<file path="config.mk">
export PLATFORM = sky130hd
export DESIGN_NAME = head_table_upd_flat
export DESIGN_NICKNAME = d
export VERILOG_FILES = /design/src/rtl/head_table_upd_pkg.sv /design/src/rtl/head_table_if.sv /design/src/rtl/rr_arb2.sv /design/src/rtl/head_table_upd.sv /design/src/flat_wrapper.sv
export SDC_FILE = /design/constraint.sdc
export NUM_CORES = 1
export LEC_CHECK = 0
export CAP_MARGIN = 10
export CORE_ASPECT_RATIO = 1.25
export CORE_MARGIN = 8
export CORE_UTILIZATION = 47
export DETAILED_ROUTE_END_ITERATION = 16
export PLACE_DENSITY_LB_ADDON = 0.25
export SETUP_SLACK_MARGIN = 0.4
export SYNTH_ARGS = -nofsm -noshare
export SYNTH_HDL_FRONTEND = slang
export SYNTH_SLANG_ARGS = --single-unit
</file>
<file path="constraint.sdc">
create_clock -name clk_i -period 4.2 [get_ports clk_i]
set_input_delay 0.63 -clock clk_i [delete_from_list [all_inputs] [get_ports clk_i]]
set_output_delay 0.63 -clock clk_i [all_outputs]
set_load 0.01 [all_outputs]
</file>
<file path="src/rtl/head_table_upd_pkg.sv">
// Shared types for the head-pointer table update path: request record and FSM states.
package head_table_upd_pkg;

  localparam int BUCKET_WIDTH   = 8;
  localparam int HEAD_PTR_WIDTH = 8;

  typedef struct packed {
    logic [BUCKET_WIDTH-1:0]   bucket;
    logic [HEAD_PTR_WIDTH-1:0] ptr;
    logic                      ptr_val;
  } head_upd_req_t;

  typedef enum logic [1:0] {
    ST_IDLE        = 2'd0,
    ST_CLEAR_START = 2'd1,
    ST_CLEAR_WAIT  = 2'd2
  } upd_state_e;

endpackage

</file>
<file path="src/rtl/head_table_if.sv">
// Write port into the head-pointer RAM; exactly one master drives it.
interface head_table_if;
  import head_table_upd_pkg::*;

  logic [BUCKET_WIDTH-1:0]   wr_addr;
  logic [HEAD_PTR_WIDTH-1:0] wr_data_ptr;
  logic                      wr_data_ptr_val;
  logic                      wr_en;

  modport master (output wr_addr, wr_data_ptr, wr_data_ptr_val, wr_en);
  modport slave  (input  wr_addr, wr_data_ptr, wr_data_ptr_val, wr_en);
endinterface

</file>
<file path="src/rtl/rr_arb2.sv">
// Two-input round-robin arbiter: combinational grant, registered last-grant pointer.
module rr_arb2 (
  input  logic       clk_i,
  input  logic       rst_i,
  input  logic [1:0] req,
  input  logic       en,
  output logic [1:0] gnt
);

  // last_q = 1 means port 1 won the most recent grant; port 0 wins the first tie
  logic last_q;

  always_comb begin
    gnt = req;
    if (req == 2'b11) gnt = last_q ? 2'b01 : 2'b10;
  end

  always_ff @(posedge clk_i) begin
    if (rst_i)               last_q <= 1'b1;
    else if (en && |gnt)     last_q <= gnt[1];
  end

endmodule

</file>
<file path="src/rtl/head_table_upd.sv">
// Single writer of head-pointer RAM updates: arbitrates insert/delete engines and owns RAM clear.
module head_table_upd
  import head_table_upd_pkg::*;
#(
  parameter bit CLEAR_ON_RESET = 1'b1,
  parameter int CNT_WIDTH      = 32
) (
  input  logic                 clk_i,
  input  logic                 rst_i,
  input  head_upd_req_t        ins_req_i,
  input  logic                 ins_valid_i,
  output logic                 ins_ready_o,
  input  head_upd_req_t        del_req_i,
  input  logic                 del_valid_i,
  output logic                 del_ready_o,
  head_table_if.master         head_table,
  input  logic                 clear_req_i,
  output logic                 clear_ram_run_o,
  input  logic                 clear_ram_done_i,
  output logic                 clear_busy_o,
  output logic [CNT_WIDTH-1:0] wr_cnt_o
);

  upd_state_e    state_q;
  head_upd_req_t wr_q;
  head_upd_req_t wr_sel;
  logic          wr_en_q;
  logic          idle_ok;
  logic [1:0]    gnt;
  logic          ins_acc;
  logic          del_acc;
  logic          acc;

  assign idle_ok = (state_q == ST_IDLE) && !rst_i;

  rr_arb2 u_arb (
    .clk_i (clk_i),
    .rst_i (rst_i),
    .req   ({del_valid_i, ins_valid_i}),
    .en    (idle_ok),
    .gnt   (gnt)
  );

  // A port only loses its ready when both compete and the other side holds the grant
  assign ins_ready_o  = idle_ok && !(ins_valid_i && del_valid_i && gnt[1]);
  assign del_ready_o  = idle_ok && !(ins_valid_i && del_valid_i && gnt[0]);
  assign ins_acc      = ins_valid_i && ins_ready_o;
  assign del_acc      = del_valid_i && del_ready_o;
  assign acc          = ins_acc || del_acc;
  assign wr_sel       = ins_acc ? ins_req_i : del_req_i;
  assign clear_busy_o = (state_q != ST_IDLE) || (idle_ok && clear_req_i);

  always_ff @(posedge clk_i) begin
    if (rst_i) begin
      state_q         <= CLEAR_ON_RESET ? ST_CLEAR_START : ST_IDLE;
      wr_q            <= '0;
      wr_en_q         <= 1'b0;
      clear_ram_run_o <= 1'b0;
      wr_cnt_o        <= '0;
    end else begin
      wr_en_q         <= acc;
      clear_ram_run_o <= 1'b0;
      wr_cnt_o        <= wr_cnt_o + CNT_WIDTH'(acc);
      if (acc) wr_q <= wr_sel;
      // Any write accepted alongside a clear request commits while in CLEAR_START,
      // so the clear pulse always lands on a cycle with no commit.
      case (state_q)
        ST_IDLE: begin
          if (clear_req_i) state_q <= ST_CLEAR_START;
        end
        ST_CLEAR_START: begin
          clear_ram_run_o <= 1'b1;
          state_q         <= ST_CLEAR_WAIT;
        end
        ST_CLEAR_WAIT: begin
          if (clear_ram_done_i) state_q <= ST_IDLE;
        end
        default: state_q <= ST_IDLE;
      endcase
    end
  end

  assign head_table.wr_en           = wr_en_q;
  assign head_table.wr_addr         = wr_q.bucket;
  assign head_table.wr_data_ptr     = wr_q.ptr;
  assign head_table.wr_data_ptr_val = wr_q.ptr_val;

endmodule

</file>
<file path="src/flat_wrapper.sv">
// flat-port wrapper written by rule: the top's interface ports become plain ports
module head_table_upd_flat import head_table_upd_pkg::*;
#(
  parameter bit CLEAR_ON_RESET = 1'b1,
  parameter int CNT_WIDTH      = 32
)
  (clk_i, rst_i, ins_req_i, ins_valid_i, ins_ready_o, del_req_i, del_valid_i, del_ready_o, clear_req_i, clear_ram_run_o, clear_ram_done_i, clear_busy_o, wr_cnt_o, head_table_wr_addr, head_table_wr_data_ptr, head_table_wr_data_ptr_val, head_table_wr_en);
  head_table_if head_table_i ();
  input  logic clk_i;
  input  logic rst_i;
  input  head_upd_req_t ins_req_i;
  input  logic ins_valid_i;
  output logic ins_ready_o;
  input  head_upd_req_t del_req_i;
  input  logic del_valid_i;
  output logic del_ready_o;
  input  logic clear_req_i;
  output logic clear_ram_run_o;
  input  logic clear_ram_done_i;
  output logic clear_busy_o;
  output logic [CNT_WIDTH-1:0] wr_cnt_o;
  output wire logic [$bits(head_table_i.wr_addr)-1:0] head_table_wr_addr;
  output wire logic [$bits(head_table_i.wr_data_ptr)-1:0] head_table_wr_data_ptr;
  output wire logic [$bits(head_table_i.wr_data_ptr_val)-1:0] head_table_wr_data_ptr_val;
  output wire logic [$bits(head_table_i.wr_en)-1:0] head_table_wr_en;
  assign head_table_wr_addr = head_table_i.wr_addr;
  assign head_table_wr_data_ptr = head_table_i.wr_data_ptr;
  assign head_table_wr_data_ptr_val = head_table_i.wr_data_ptr_val;
  assign head_table_wr_en = head_table_i.wr_en;
  head_table_upd #(.CLEAR_ON_RESET(CLEAR_ON_RESET), .CNT_WIDTH(CNT_WIDTH)) u_core (.clk_i(clk_i), .rst_i(rst_i), .ins_req_i(ins_req_i), .ins_valid_i(ins_valid_i), .ins_ready_o(ins_ready_o), .del_req_i(del_req_i), .del_valid_i(del_valid_i), .del_ready_o(del_ready_o), .head_table(head_table_i), .clear_req_i(clear_req_i), .clear_ram_run_o(clear_ram_run_o), .clear_ram_done_i(clear_ram_done_i), .clear_busy_o(clear_busy_o), .wr_cnt_o(wr_cnt_o));
endmodule
</file>
# After elaboration in Yosys (flattened, before gate mapping)
# Cells that the tools add are included.
# classes
reduce_logical,19
bitwise_logic,0
shifts,0
muxes,7
n_eq_ne,5
div_mod_pow,0
magnitude_cmp,0
multipliers,0
add_sub_neg,1
# ops
operator,count
$add A32 B1 Y32,1
$mux W17,1
$logic_and A1 B1 Y1,10
$mux W2,4
$pmux W2 S3,1
$eq A2 B2 Y1 const B,2
$ne A2 B2 Y1 const B,2
$logic_not A1 Y1,3
$eq A2 B1 Y1 const B,1
$logic_not A2 Y1,1
$logic_or A1 B1 Y1,2
$reduce_and A2 Y1,1
$reduce_bool A2 Y1,1
$reduce_or A2 Y1,1
$mux W1,1
# word_totals
out_inout_bits,54
mem_bits_rw,0
ff_bits,54
romBits,0
latchBits,0
memories,0
inputBits,40
wordCells,40

# Depth between registers and ports, before layout
# depth
ltp_word,8
ltp_mapped,11
depth_no_buf,9

# Hierarchy
# A second synthesis with hierarchy kept.
# hier_totals
cells_unflattened,276
area_unflattened_um2,2529.9
# by_module_without_submodules
mod,cells_per_inst,instances,area_each_um2,seq_area_each_um2
head_table_upd,269,1,2468.6,1061.0
rr_arb2,7,1,61.3,20.0

# Least setup slack after synthesis
# No wires, ideal clock.
# synth_timing
path_type,input-to-reg
startpoint,input port rst_i
endpoint,register u_core.wr_cnt_o[28]
t_arrival_ns,2.857
n_path_buf,2
required_time_ns,4.130
slack_ns,1.274
stages,11
setup_time_ns,0.070
cell_sequence,clkbuf_1 > nor3_1 > o21ai_1 > inv_1 > ha_1 > ha_1 > and3_1 > nand2_1 > buf_6 > or4_1 > a21oi_1
# synth_via
elab_chain_cells,6
word_cells_on_any_way,8
cone_classes,1 x add/sub; 7 x reduce/logical
# synth_rtl
item,line_no,rtl
from (decl),flat_wrapper.sv:10,input logic rst_i;
$logic_not A1 Y1 *,head_table_upd.sv:34,assign idle_ok = (state_q == ST_IDLE) && !rst_i;
$logic_and A1 B1 Y1 *,head_table_upd.sv:34,
"$logic_and A1 B1 Y1, on equally long branches","head_table_upd.sv:45, head_table_upd.sv:46",
"$logic_and A1 B1 Y1, on equally long branches","head_table_upd.sv:47, head_table_upd.sv:48",
$logic_or A1 B1 Y1 *,head_table_upd.sv:49,assign acc = ins_acc || del_acc;
net u_core.acc,head_table_upd.sv:32,logic acc;
$add A32 B1 Y32 *,head_table_upd.sv:63,wr_cnt_o <= wr_cnt_o + CNT_WIDTH'(acc);
to (signal assigned),head_table_upd.sv:63,
to (decl),head_table_upd.sv:21,output logic [CNT_WIDTH-1:0] wr_cnt_o
# Mark *: on every way through the listed nets, which the timed path passes. The rest lies on a longest branch.
# A chain may end at the register's enable or synchronous reset.

# Worst setup path after layout
# layout_timing
startpoint,input port ins_valid_i
endpoint,register u_core.wr_cnt_o[30]
# layout_via
elab_chain_cells,8
word_cells_on_any_way,13
cone_classes,1 x add/sub; 1 x eq/ne; 1 x mux; 10 x reduce/logical
# layout_rtl
item,line_no,rtl
from (decl),flat_wrapper.sv:12,input logic ins_valid_i;
$eq A2 B2 Y1,rr_arb2.sv:15,if (req == 2'b11) gnt = last_q ? 2'b01 : 2'b10;
$mux W2,rr_arb2.sv:15,
"$logic_and A1 B1 Y1, on equally long branches","head_table_upd.sv:45, head_table_upd.sv:46",
"$logic_not A1 Y1, on equally long branches","head_table_upd.sv:45, head_table_upd.sv:46",
"$logic_and A1 B1 Y1, on equally long branches","head_table_upd.sv:45, head_table_upd.sv:46",
"$logic_and A1 B1 Y1, on equally long branches","head_table_upd.sv:47, head_table_upd.sv:48",
$logic_or A1 B1 Y1 *,head_table_upd.sv:49,
net u_core.acc,head_table_upd.sv:32,
$add A32 B1 Y32 *,head_table_upd.sv:63,
# Marks and branches as above.

==> impl_metrics.ini <==
[cts]
cts_tree = done
cts_setup_buffers = 0
cts_hold_buf = 0
htree_num_levels = 2
numClockSinks = 54
clk_pin_slew_ps = 90
clock_latency_ps = 300
cts_resized = 0
clockBufferDepth = 2
root_buffer = clkbuf_8
cts_made_buffers = 5

[finish]
antenna_cells = 0
synthToLayoutAreaGrowth_pct = 39.8
fin_util = 0.686
drive_gt1_frac = 0.0496
nNetsFinal = 406

[power]
ir_drop_uv = 204
power.leakage_nw = 1.32
power_density_nw_per_um2 = 270

[floorplan]
die_w_um = 81.4
floorplan.initialDensity = 0.491
die_area_um2 = 7950
num_rows = 29
die_h_um = 97.7
io_pins = 94
coreArea_um2 = 5120

[job]
max_cap_viol_count = 0

[global_route]
grt_overflow = 0
grt_pass1_wl_um = 10500
antenna_found_initial = 0
grt_pass1_vias = 2345
grt_max_degree = 63
grtUsageTotal = 0.160

[yosys]
synth_cell_type_count = 35
yosys.area.top_type = dfxtp_1
synth-xor-area-share = 0.0349
yosysWarnings = 0
yosysSeqAreaShare = 0.431
ys.flop_type = dfxtp_1
syn_nets = 323
synth-edff-count = 0
synth-compound-area-share = 0.116
ys_async_sr_fraction = 0
synth_area_leaders = dfxtp_1, mux2i_1, nand3b_1
muxShareOfSynthArea = 0.0857
synth_cells = 281
synth_top_family_by_area = simple AND/OR/NAND/NOR gates
synth_fa_ha_area_frac = 0.00997
ys_ff_latch = 54
syn_area_per_cell_um2 = 8.93
netlist_area_um2 = 2510
synth_top_area_frac = 0.431
synth.most_common_cell = dfxtp_1
synth-simple-area-share = 0.269
yosys-top-cells-count = dfxtp_1, o21ai_0, nor2_1, mux2i_1, nand3b_1

[route]
firstDrtPassIters = 4
routed_wirelength_um = 6280
viasPerCell = 5.50
drcViolationCount = 0
drtAntennaViolNets = 0
routedWlPerCell_um = 14.8
drt_iter0_drc = 108
vias = 2336

[worst_hold_path]
min_delay_path_depth = 2
hp-class = reg2reg
hold_start = u_core.head_table.wr_addr[0]$_SDFFE_PP0N_
hold_end = u_core.head_table.wr_addr[0]$_SDFFE_PP0N_

[worst_setup_path]
ff2ff_setup_slack_ps = 1390
rr_worst_depth = 9
crit_chain = clkdlybuf4s50_1 > o21ai_2 > inv_1 > ha_1 > ha_1 > and3_1 > nand2_1 > or4_1 > a21oi_1
critPathKind = in2reg
endpoint_kind = flop
cp_max_fo = 13
cp.required_ps = 4430
cp.arrival_ps = 3120
crit_path_start_kind = input pin
r2r_end = u_core.wr_cnt_o[30]$_SDFF_PP0_
crit_buf_inv = 2
cpMaxStageDelayCell = or4_1
r2r-start = u_core.state_q[0]$_SDFFE_PP1P_
max_stage_delay_ps = 570
crit_family = simple AND/OR/NAND/NOR gates
critPathMostFrequentCell = ha_1

[timing]
timing.hold.ws_ps = 494
rsz0062_at_grt = false
slew_headroom = 0.308
hold_viol = 0
fmaxAchievable_ghz = 0.347
final.setup.tns_ps = 0
period_share = 0.687
finClkSkew_ps = 2.91
slew_violations = 0
worstMarginPinSlew_ps = 1030
setup_viol = 0
fin_crit_ps = 2880
worst_slack_ps = 1320

[run_status]
status = complete, no violations

[place]
gp_congestion = 0.769
dp_hpwl_um = 4610
place_ws_ps = 1010
port_buffers = 93
final cells by class:
| type | count | area [µm²] |
|---|---|---|
| repair buffers | 95 | 941 |
| multi-input cells | 200 | 1300 |
| fillers | 446 | 1610 |
| flip-flops and latches | 54 | 1080 |
| clock buffers | 6 | 82.6 |
| inverters | 8 | 30.0 |
| well taps | 62 | 77.6 |
worst register-to-register path: cells and delay by family, from the launching register on:
kind	cells	cell delay, ps
flip-flops	1	350
AND/OR/NAND/NOR	4	1500
buffers and inverters	1	100
adder cells (fa/ha/maj)	2	540
AO/OA/AOI/OAI	2	260
stage by stage:
step	instance area, µm²	instances	total power [mW]
floorplan	2510	281	0.597
global placement	3430	419	0.672
detailed placement	3430	419	0.675
CTS	3510	425	0.959
global route	3510	425	0.990
finish	3510	425	0.946
registers in the layout, indices dropped and copies added (netlist names):
register and flops:
u_core.clear_ram_run_o 1, u_core.head_table.wr_addr 8, u_core.head_table.wr_data_ptr 8, u_core.head_table.wr_data_ptr_val 1, u_core.head_table.wr_en 1, u_core.state_q 2, u_core.u_arb.last_q 1, u_core.wr_cnt_o 32
logic make-up (layout without fill, tap and decap cells):
| group | count (synthesis) | in the layout |
|---|---|---|
| compound gates | 52 | 52 |
| xor+xnor | 10 | 10 |
| fa+ha+maj | 2 | 2 |
| buf+inv | 27 | 109 |
| flops | 54 | 54 |
| mux | 21 | 21 |
| simple gates | 115 | 115 |
layer usage:
metal	global-route usage	routed length (µm)
met5	0	0
met1	0.173	2600
met3	0.0907	720
met2	0.255	2870
met4	0.0510	95
layout by cell type (no fill, tap or decap):
cell type	count
nand3b_1	17
nand2_1	14
buf_2	1
xnor2_1	1
or4_1	13
mux2_2	4
nand2b_1	3
and3_1	2
and4_1	5
o21ai_0	25
nor2_1	19
buf_4	2
ha_1	2
a21oi_1	13
mux2i_1	17
o31ai_1	9
clkbuf_8	6
or3b_2	1
nand3_1	13
o31a_1	1
xor2_1	9
a31oi_1	2
a21o_1	1
nand3_2	1
or3_2	1
or3_1	4
nor4_1	1
dfxtp_1	54
or2_2	1
nor3_1	3
clkdlybuf4s50_1	92
o21ai_2	1
nor2b_1	7
nand4_1	10
inv_1	8
where the power goes:
| part | internal (mW) | switching [mW] |
|---|---|---|
| Clock | 0.128 | 0.156 |
| Combinational | 0.0771 | 0.0481 |
| Sequential | 0.528 | 0.00902 |
worst max path at each step:
stage	from	to	slack [ps]	depth (start not counted)
3_5_place_dp	ins_valid_i	u_core.wr_cnt_o[24]$_SDFF_PP0_	1010	9
4_1_cts	ins_valid_i	u_core.wr_cnt_o[24]$_SDFF_PP0_	1330	9
3_3_place_gp	ins_valid_i	u_core.wr_cnt_o[30]$_SDFF_PP0_	1150	9
2_1_floorplan	rst_i	u_core.wr_cnt_o[28]$_SDFF_PP0_	1270	11
5_1_grt	ins_valid_i	u_core.wr_cnt_o[30]$_SDFF_PP0_	1100	9
6_report	ins_valid_i	u_core.wr_cnt_o[30]$_SDFF_PP0_	1320	9
(Power assumes the default switching activity.)
